File: config.mk
export PLATFORM = sky130hd
export DESIGN_NAME = popcount_arbiter_flat
export DESIGN_NICKNAME = d
export VERILOG_FILES = /design/src/rtl/popcount_arbiter_if.sv /design/src/rtl/popcount_arbiter.sv /design/src/flat_wrapper.sv
export SDC_FILE = /design/constraint.sdc
export NUM_CORES = 1
export LEC_CHECK = 0
export CAP_MARGIN = 20
export CORE_ASPECT_RATIO = 1.25
export CORE_MARGIN = 1.5
export CORE_UTILIZATION = 34
export DETAILED_ROUTE_END_ITERATION = 16
export PLACE_DENSITY = 0.91
export SLEW_MARGIN = 20
export SYNTH_ARGS = -nofsm -noshare
export SYNTH_HDL_FRONTEND = slang
export SYNTH_SLANG_ARGS = --single-unit
export TNS_END_PERCENT = 50
File: constraint.sdc
create_clock -name clk -period 7.2 [get_ports clk]
set_input_delay 1.08 -clock clk [delete_from_list [all_inputs] [get_ports clk]]
set_output_delay 1.08 -clock clk [all_outputs]
set_load 0.005 [all_outputs]
File: src/rtl/popcount_arbiter_if.sv
// Handshake bundle between requesters/result consumer and popcount_arbiter.
// Requesters sit on the master side; the arbiter uses the slave modport.
interface popcount_arbiter_if #(
  parameter int NUM_REQ = 4,
  parameter int DATA_W  = 32
);
  localparam int ID_W  = (NUM_REQ > 1) ? $clog2(NUM_REQ) : 1;
  localparam int CNT_W = $clog2(DATA_W) + 1;

  logic [NUM_REQ-1:0]        req_valid;
  logic [NUM_REQ*DATA_W-1:0] req_data;
  logic [NUM_REQ-1:0]        req_ready;
  logic                      res_valid;
  logic                      res_ready;
  logic [ID_W-1:0]           res_id;
  logic [CNT_W-1:0]          res_count;
  logic [15:0]               res_total;

  modport master (
    output req_valid, req_data, res_ready,
    input  req_ready, res_valid, res_id, res_count, res_total
  );

  modport slave (
    input  req_valid, req_data, res_ready,
    output req_ready, res_valid, res_id, res_count, res_total
  );
endinterface

File: src/rtl/popcount_arbiter.sv
// Round-robin arbiter feeding a shared popcount with a one-deep result register.
// Define POPCOUNT_ARBITER_ACCUM_EN for per-requester saturating running totals.
module popcount_arbiter #(
  parameter int NUM_REQ = 4,
  parameter int DATA_W  = 32
) (
  input logic               clk,
  input logic               rst,
  popcount_arbiter_if.slave bus
);
  localparam int ID_W  = (NUM_REQ > 1) ? $clog2(NUM_REQ) : 1;
  localparam int CNT_W = $clog2(DATA_W) + 1;
  localparam logic [ID_W:0] NUM_REQ_W = (ID_W+1)'(NUM_REQ);

  typedef enum logic {EMPTY = 1'b0, FULL = 1'b1} state_t;

  state_t                   state_q, state_d;
  logic [ID_W-1:0]          rr_ptr_q;
  logic [ID_W-1:0]          ptr_next;
  logic                     accept_en;
  logic                     found_p0;
  logic                     xfer_p0;
  logic [ID_W-1:0]          id_p0;
  logic [NUM_REQ-1:0]       grant_p0;
  logic [2*NUM_REQ-1:0]     valid_dbl;
  logic [2*NUM_REQ-1:0]     valid_rot;
  logic [DATA_W-1:0]        word_p0;
  logic [CNT_W-1:0]         cnt_p0;
  logic                     vld_p1;
  logic [ID_W-1:0]          id_p1;
  logic [CNT_W-1:0]         cnt_p1;

  function automatic logic [CNT_W-1:0] popcount(input logic [DATA_W-1:0] w);
    logic [CNT_W-1:0] c;
    c = '0;
    for (int i = 0; i < DATA_W; i++) begin
      c = c + CNT_W'(w[i]);
    end
    return c;
  endfunction

  // Index arithmetic modulo NUM_REQ, which need not be a power of two.
  function automatic logic [ID_W-1:0] wrap_add(input logic [ID_W-1:0] base,
                                               input logic [ID_W:0]   off);
    logic [ID_W:0] s;
    s = {1'b0, base} + off;
    if (s >= NUM_REQ_W) begin
      s = s - NUM_REQ_W;
    end
    return s[ID_W-1:0];
  endfunction

`ifdef POPCOUNT_ARBITER_ACCUM_EN
  function automatic logic [15:0] sat_add16(input logic [15:0]      a,
                                            input logic [CNT_W-1:0] b);
    logic [16:0] s;
    s = {1'b0, a} + 17'(b);
    return s[16] ? 16'hFFFF : s[15:0];
  endfunction
`endif

  // Stage p0: arbitration and popcount, purely combinational
  assign accept_en = !rst && ((state_q == EMPTY) || bus.res_ready);
  assign valid_dbl = {bus.req_valid, bus.req_valid};
  assign valid_rot = valid_dbl >> rr_ptr_q;

  // Scan downward so the lowest offset from rr_ptr wins.
  always_comb begin
    found_p0 = 1'b0;
    id_p0    = '0;
    for (int k = NUM_REQ - 1; k >= 0; k--) begin
      if (valid_rot[k]) begin
        found_p0 = 1'b1;
        id_p0    = wrap_add(rr_ptr_q, (ID_W+1)'(k));
      end
    end
  end

  assign xfer_p0  = found_p0 && accept_en;
  assign grant_p0 = xfer_p0 ? (NUM_REQ'(1) << id_p0) : '0;
  assign ptr_next = wrap_add(id_p0, (ID_W+1)'(1));

  always_comb begin
    word_p0 = '0;
    for (int i = 0; i < NUM_REQ; i++) begin
      if (id_p0 == ID_W'(i)) begin
        word_p0 = bus.req_data[i*DATA_W +: DATA_W];
      end
    end
  end

  assign cnt_p0 = popcount(word_p0);

  always_comb begin
    state_d = state_q;
    case (state_q)
      EMPTY: if (xfer_p0) state_d = FULL;
      FULL: begin
        if (xfer_p0) begin
          state_d = FULL;
        end else if (bus.res_ready) begin
          state_d = EMPTY;
        end
      end
      default: state_d = EMPTY;
    endcase
  end

  always_ff @(posedge clk) begin
    if (rst) begin
      state_q <= EMPTY;
    end else begin
      state_q <= state_d;
    end
  end

  // Stage p1: result register
  always_ff @(posedge clk) begin
    if (rst) begin
      rr_ptr_q <= '0;
      id_p1    <= '0;
      cnt_p1   <= '0;
    end else if (xfer_p0) begin
      rr_ptr_q <= ptr_next;
      id_p1    <= id_p0;
      cnt_p1   <= cnt_p0;
    end
  end

  assign vld_p1 = (state_q == FULL);

`ifdef POPCOUNT_ARBITER_ACCUM_EN
  logic [15:0] acc_q [NUM_REQ];
  logic [15:0] tot_p0;
  logic [15:0] tot_p1;

  assign tot_p0 = sat_add16(acc_q[id_p0], cnt_p0);

  always_ff @(posedge clk) begin
    if (rst) begin
      for (int i = 0; i < NUM_REQ; i++) begin
        acc_q[i] <= '0;
      end
      tot_p1 <= '0;
    end else if (xfer_p0) begin
      acc_q[id_p0] <= tot_p0;
      tot_p1       <= tot_p0;
    end
  end

  assign bus.res_total = tot_p1;
`else
  assign bus.res_total = 16'h0000;
`endif

  assign bus.req_ready = grant_p0;
  assign bus.res_valid = vld_p1;
  assign bus.res_id    = id_p1;
  assign bus.res_count = cnt_p1;

endmodule

File: src/flat_wrapper.sv
// flat-port wrapper written by rule: the top's interface ports become plain ports
module popcount_arbiter_flat 
#(
  parameter int NUM_REQ = 4,
  parameter int DATA_W  = 32
)
  (clk, rst, bus_req_valid, bus_req_data, bus_res_ready, bus_req_ready, bus_res_valid, bus_res_id, bus_res_count, bus_res_total);
  popcount_arbiter_if #(.NUM_REQ(NUM_REQ), .DATA_W(DATA_W)) bus_i ();
  input logic clk;
  input logic rst;
  input wire logic [$bits(bus_i.req_valid)-1:0] bus_req_valid;
  input wire logic [$bits(bus_i.req_data)-1:0] bus_req_data;
  input wire logic [$bits(bus_i.res_ready)-1:0] bus_res_ready;
  output wire logic [$bits(bus_i.req_ready)-1:0] bus_req_ready;
  output wire logic [$bits(bus_i.res_valid)-1:0] bus_res_valid;
  output wire logic [$bits(bus_i.res_id)-1:0] bus_res_id;
  output wire logic [$bits(bus_i.res_count)-1:0] bus_res_count;
  output wire logic [$bits(bus_i.res_total)-1:0] bus_res_total;
  assign bus_i.req_valid = bus_req_valid;
  assign bus_i.req_data = bus_req_data;
  assign bus_i.res_ready = bus_res_ready;
  assign bus_req_ready = bus_i.req_ready;
  assign bus_res_valid = bus_i.res_valid;
  assign bus_res_id = bus_i.res_id;
  assign bus_res_count = bus_i.res_count;
  assign bus_res_total = bus_i.res_total;
  popcount_arbiter #(.NUM_REQ(NUM_REQ), .DATA_W(DATA_W)) u_core (.clk(clk), .rst(rst), .bus(bus_i));
endmodule
Word-level counts from Yosys, hierarchy flattened

Index checks and enable logic that the tools add are counted.

Input port bits: 135
Register bits: 11
Output and inout port bits: 29

Reduce and logical (&&, ||, !) cells: 5
Shift-type cells: 2
Muxes and demuxes: 22
Add/subtract/negate cells: 40
Magnitude comparators: 5
Equality and inequality tests: 3
Bitwise operators: 1

Operator list:

| operator                                                               | count |
|---|---|
| 6-bit by 1-bit adder with 6-bit output                                 | 30 |
| 32-bit two-way mux                                                     | 4 |
| 2-bit two-way mux                                                      | 9 |
| 3-bit >= comparator (second input constant)                            | 4 |
| 2-bit by 1-bit subtractor with 2-bit output (second input constant)    | 5 |
| 8-bit by 2-bit right shift with 4-bit output                           | 1 |
| 1-bit two-way mux                                                      | 7 |
| 2-bit by 1-bit adder with 3-bit output (second input constant)         | 2 |
| 2-bit by 2-bit adder with 3-bit output (second input constant)         | 2 |
| 2-bit equality test (second input constant)                            | 2 |
| 4-bit two-way mux                                                      | 1 |
| 1-bit by 2-bit << shifter with 4-bit output (first input constant)     | 1 |
| 2-bit by 3-bit >= comparator with 1-bit output (second input constant) | 1 |
| 1-bit by 1-bit adder with 2-bit output                                 | 1 |
| 2-bit by 1-bit equality test with 1-bit output (second input constant) | 1 |
| 1-bit logical AND                                                      | 2 |
| 2-bit logical NOT                                                      | 1 |
| 1-bit one-hot mux with 2 select lines                                  | 1 |
| 1-bit logical NOT                                                      | 1 |
| 1-bit logical OR                                                       | 1 |
| 1-bit NOT                                                              | 1 |

Logic depth before layout (Yosys ltp)

Gate-level depths: netlist of run 1.

Depth after elaboration: 43
Mapped depth: 28
Mapped depth without buffers: 27

Worst setup path before layout of run 1

No wires, ideal clock.

Kind: in2reg
From: input port bus_req_valid[2]
To: register u_core.cnt_p1[4] (netlist: u_core.bus.res_count[4])
Data required time: 7.086 ns
Setup time: 0.114 ns
Buffers on the path: 2
Arrival: 7.313 ns
Cell stages on the path: 21
Setup slack: -0.227 ns
Cell sequence: mux2i_1 -> nor2_1 -> nor3_1 -> ha_1 -> clkbuf_1 -> buf_1 -> o21ai_0 -> ha_1 -> inv_1 -> fa_1 -> fa_1 -> fa_1 -> fa_1 -> fa_1 -> fa_1 -> fa_1 -> fa_1 -> nand2b_1 -> a21oi_1 -> xor2_1 -> a21o_1

Longest elaborated chain between the ends: 41

Ends and longest elaborated chain:

| item                                                 | line                    | source |
|---|---|---|
| start: declaration                                   | flat_wrapper.sv:11      | `input wire logic [$bits(bus_i.req_valid)-1:0] bus_req_valid;` |
| 8-bit by 2-bit right shift with 4-bit output (*)     | popcount_arbiter.sv:65  | `assign valid_rot = valid_dbl >> rr_ptr_q;` |
| 2-bit two-way mux (3 in a row)                       | popcount_arbiter.sv:72  | `if (valid_rot[k]) begin` |
| 2-bit two-way mux (*)                                | popcount_arbiter.sv:72  |  |
| via u_core.id_p0[0]                                  | popcount_arbiter.sv:23  | `logic [ID_W-1:0] id_p0;` |
| 2-bit logical NOT                                    | popcount_arbiter.sv:86  | `if (id_p0 == ID_W'(i)) begin` |
| 32-bit two-way mux (3 in a row)                      | popcount_arbiter.sv:86  |  |
| 32-bit two-way mux (*)                               | popcount_arbiter.sv:86  |  |
| 1-bit by 1-bit adder with 2-bit output               | popcount_arbiter.sv:37  | `c = c + CNT_W'(w[i]);` |
| 6-bit by 1-bit adder with 6-bit output (29 in a row) | popcount_arbiter.sv:37  |  |
| 6-bit by 1-bit adder with 6-bit output (*)           | popcount_arbiter.sv:37  |  |
| end signal: assignment                               | popcount_arbiter.sv:126 | `cnt_p1 <= cnt_p0;` |
| end: declaration                                     | popcount_arbiter.sv:31  | `logic [CNT_W-1:0] cnt_p1;` |

The timed path passes the listed nets; every way through them passes the cells marked *.
A chain may end at the register's enable or synchronous reset.

Worst setup path after layout of run 1

Ends and elaborated chain as after synthesis.

==> results_dict.tcl, run 1 <==
set metrics [dict create \
    antenna_found_initial 0 \
    end_kind "register" \
    final_cells 601 \
    core_um2 7060 \
    layout_common_cells "143 x clkdlybuf4s50_1, 67 x a21oi_1, 53 x inv_1" \
    setup.worst_path.start_class "input pin" \
    drtAntennaViolNets 0 \
    ys_types 30 \
    post-route-period-util_pct 98.1 \
    cts_tree "built" \
    vias 3061 \
    grt_setup_unrepaired "true" \
    drt_iter0_markers 131 \
    start_util_pct 35.5 \
    routabilityCongestion 0.860 \
    h-tree-depth 1 \
    report.final.slew_viol_count 0 \
    rows 34 \
    grt_max_degree 42 \
    tightest_slew_ps 529 \
    cp_data_required_time_ps 7400 \
    dr.pass1.iters 4 \
    path_class "input pin to register" \
    worst_clock_skew_ps 1.76 \
    top_level_ports 164 \
    dieArea_um2 7900 \
    die_w_um 79.8 \
    numCtsBuffers 3 \
    status "completed" \
    syn_area_um2 2510 \
    yosysWarnings 0 \
    syn_inst 362 \
    cts_hold_buffers 0 \
    via_per_inst 5.09 \
    drt-wirelength-per-cell_um 14.5 \
    crit_arrival_ps 7260 \
    grt_first_pass_wirelength_um 13300 \
    nets 683 \
    finalSetupViolCount 0 \
    wirelength_um 8690 \
    hold_class "register to register" \
    seq_area_frac_synth_pct 8.79 \
    dp_hpwl_um 7000 \
    path_cells "buf_6, mux2i_1, nor2_1, nor3_2, buf_4, ha_4, nand3b_1, a21oi_2, a21oi_2, o21ai_1, ha_1, inv_2, fa_1, fa_1, fa_1, fa_1, fa_1, fa_1, fa_2, fa_2, nand2b_4, a21oi_2, xor2_1, a21o_1" \
    pre_cts_slack_ps -757 \
    clockBufferDepth 2 \
    grt_pass1_vias 3027 \
    finalWorstSetupSlack_ps 134 \
    avgSynthCellArea_um2 6.92 \
    ys_seq_elements 11 \
    worstSkewPairLatency_ps 250 \
    hold_violations 0 \
    clkSlewWorstSetupHoldPaths_ps 60 \
    final_common_cell "clkdlybuf4s50_1" \
    clock_sinks 11 \
    max_slew_margin_pct 64.6 \
    max_stage_delay_ps 530 \
    cp_max_fo 6 \
    dp.cells 594 \
    drc_errors 0 \
    cts_root_buf "clkbuf_8" \
    n_antenna_cell 0 \
    fmax_mhz 142 \
    grt.total_usage_pct 20.9 \
    drive_above_1_share_pct 11.4 \
    fin_crit_ps 7070 \
    overflow 0 \
    numPortBuffers 147 \
    synthToLayoutAreaGrowth_pct 72.2 \
    setup-tns-final_ps 0 \
    die_y_um 99.0 \
    utilization_pct 61.1 \
    crit_path_frequent_cell "fa_1" \
    critPathSlowestCell "fa_1" \
    cap_viol_max_count 0 \
]
==> sequential cells by signal, indices dropped and copies added, names as in the netlist <==
| register | cells |
|---|---|
| u_core.bus.res_id | 2 |
| u_core.bus.res_count | 6 |
| u_core.rr_ptr_q | 2 |
| u_core.bus.res_valid | 1 |
==> routing by layer <==
layer  up-vias  track usage, %  part of all wire, %
met2       147            38.4                   51
met5         -               0                    0
met4         0            5.44                  2.1
li1       1471               -                    -
met1      1422            25.0                   39
met3        21            3.24                  7.8
==> critical path: cells and delay by family <==
kind / cells / cell delay [ps]
buffers and inverters: 3 / 320
and+or+nand+nor: 4 / 660
adders and majority gates: 10 / 4350
muxes: 1 / 160
AOI/OAI and AO/OA: 5 / 530
xor gates and xnor gates: 1 / 170
==> cells by family after synthesis <==
family                     synth area share, %
muxes                                     1.20
adders and majority gates                 25.2
other                                    0.150
buffers and inverters                     17.9
AOI/OAI and AO/OA                         33.4
DFF                                       8.79
and+or+nand+nor                           12.4
xor gates and xnor gates                  1.05
==> cells in the mapped netlist, drive strengths merged <==
cell type,n,area [um2]
a211oi,3,37.5
a22oi,30,225
nor4,1,12.5
clkbuf,17,63.8
inv,56,210
nor3b,4,40.0
nor3,1,5.00
o22ai,1,6.26
nand2b,6,37.5
mux2i,3,30.0
a21oi,71,355
xor2,2,17.5
buf,27,174
ha,12,150
conb,1,3.75
o32ai,1,16.3
a21o,3,22.5
nand3b,2,15.0
nor2,10,37.5
and2,4,25.0
nand2,37,139
dfxtp,11,220
o21a,1,7.51
o21ai,33,165
xnor2,1,8.76
fa,24,480
==> repair_timing <==
| action | in CTS | in global routing |
|---|---|---|
| setup endpoints to repair | 5 | 2 |
| resized for setup | 17 | 26 |
| setup buffers | 0 | 3 |
| pin swaps | 10 | 21 |
| cloned | 0 | 0 |
==> metrics by stage <==
stage | hold WS (ps) | area (um2)
final | 494 | 4320
after global routing | 521 | 4320
after CTS | 482 | 4230
after detailed placement | 474 | 4110
after global placement | 461 | 4110
after floorplan | 465 | 2570
==> path summary, 6_finish.rpt <==
check	from	end	slack, ps	cells after the start
max	bus_req_valid[2]	u_core.bus.res_count[4]$_SDFFE_PP0P_	130	24
min	u_core.bus.res_id[1]$_SDFFE_PP0P_	u_core.bus.res_id[1]$_SDFFE_PP0P_	490	2
max reg2reg	u_core.rr_ptr_q[1]$_SDFFE_PP0P_	u_core.bus.res_count[4]$_SDFFE_PP0P_	540	23
min reg2reg	u_core.bus.res_id[1]$_SDFFE_PP0P_	u_core.bus.res_id[1]$_SDFFE_PP0P_	490	2
==> layout make-up <==
type | count | area [um2]
Inverter | 56 | 210
Sequential cell | 11 | 220
Tap cell | 90 | 113
Multi-Input combinational cell | 266 | 2000
Clock buffer | 4 | 45.0
Timing Repair Buffer | 174 | 1730
Fill cell | 612 | 2750
Power of run 1 is not shown: default switching activity piles up to over one toggle a cycle in this logic, so the estimate is an artifact.
==> run 2, diff against run 1 <==
--- a/config.mk
+++ b/config.mk
@@ -10,6 +10,7 @@
 export CORE_MARGIN = 1.5
 export CORE_UTILIZATION = 34
 export DETAILED_ROUTE_END_ITERATION = 16
+export GPL_ROUTABILITY_DRIVEN = 1
 export PLACE_DENSITY = 0.91
 export SLEW_MARGIN = 20
 export SYNTH_ARGS = -nofsm -noshare
==> results of run 2 <==
No change in the layout: final DEF, timing and power equal those of run 1.
Power of run 2 is left out for the same reason.
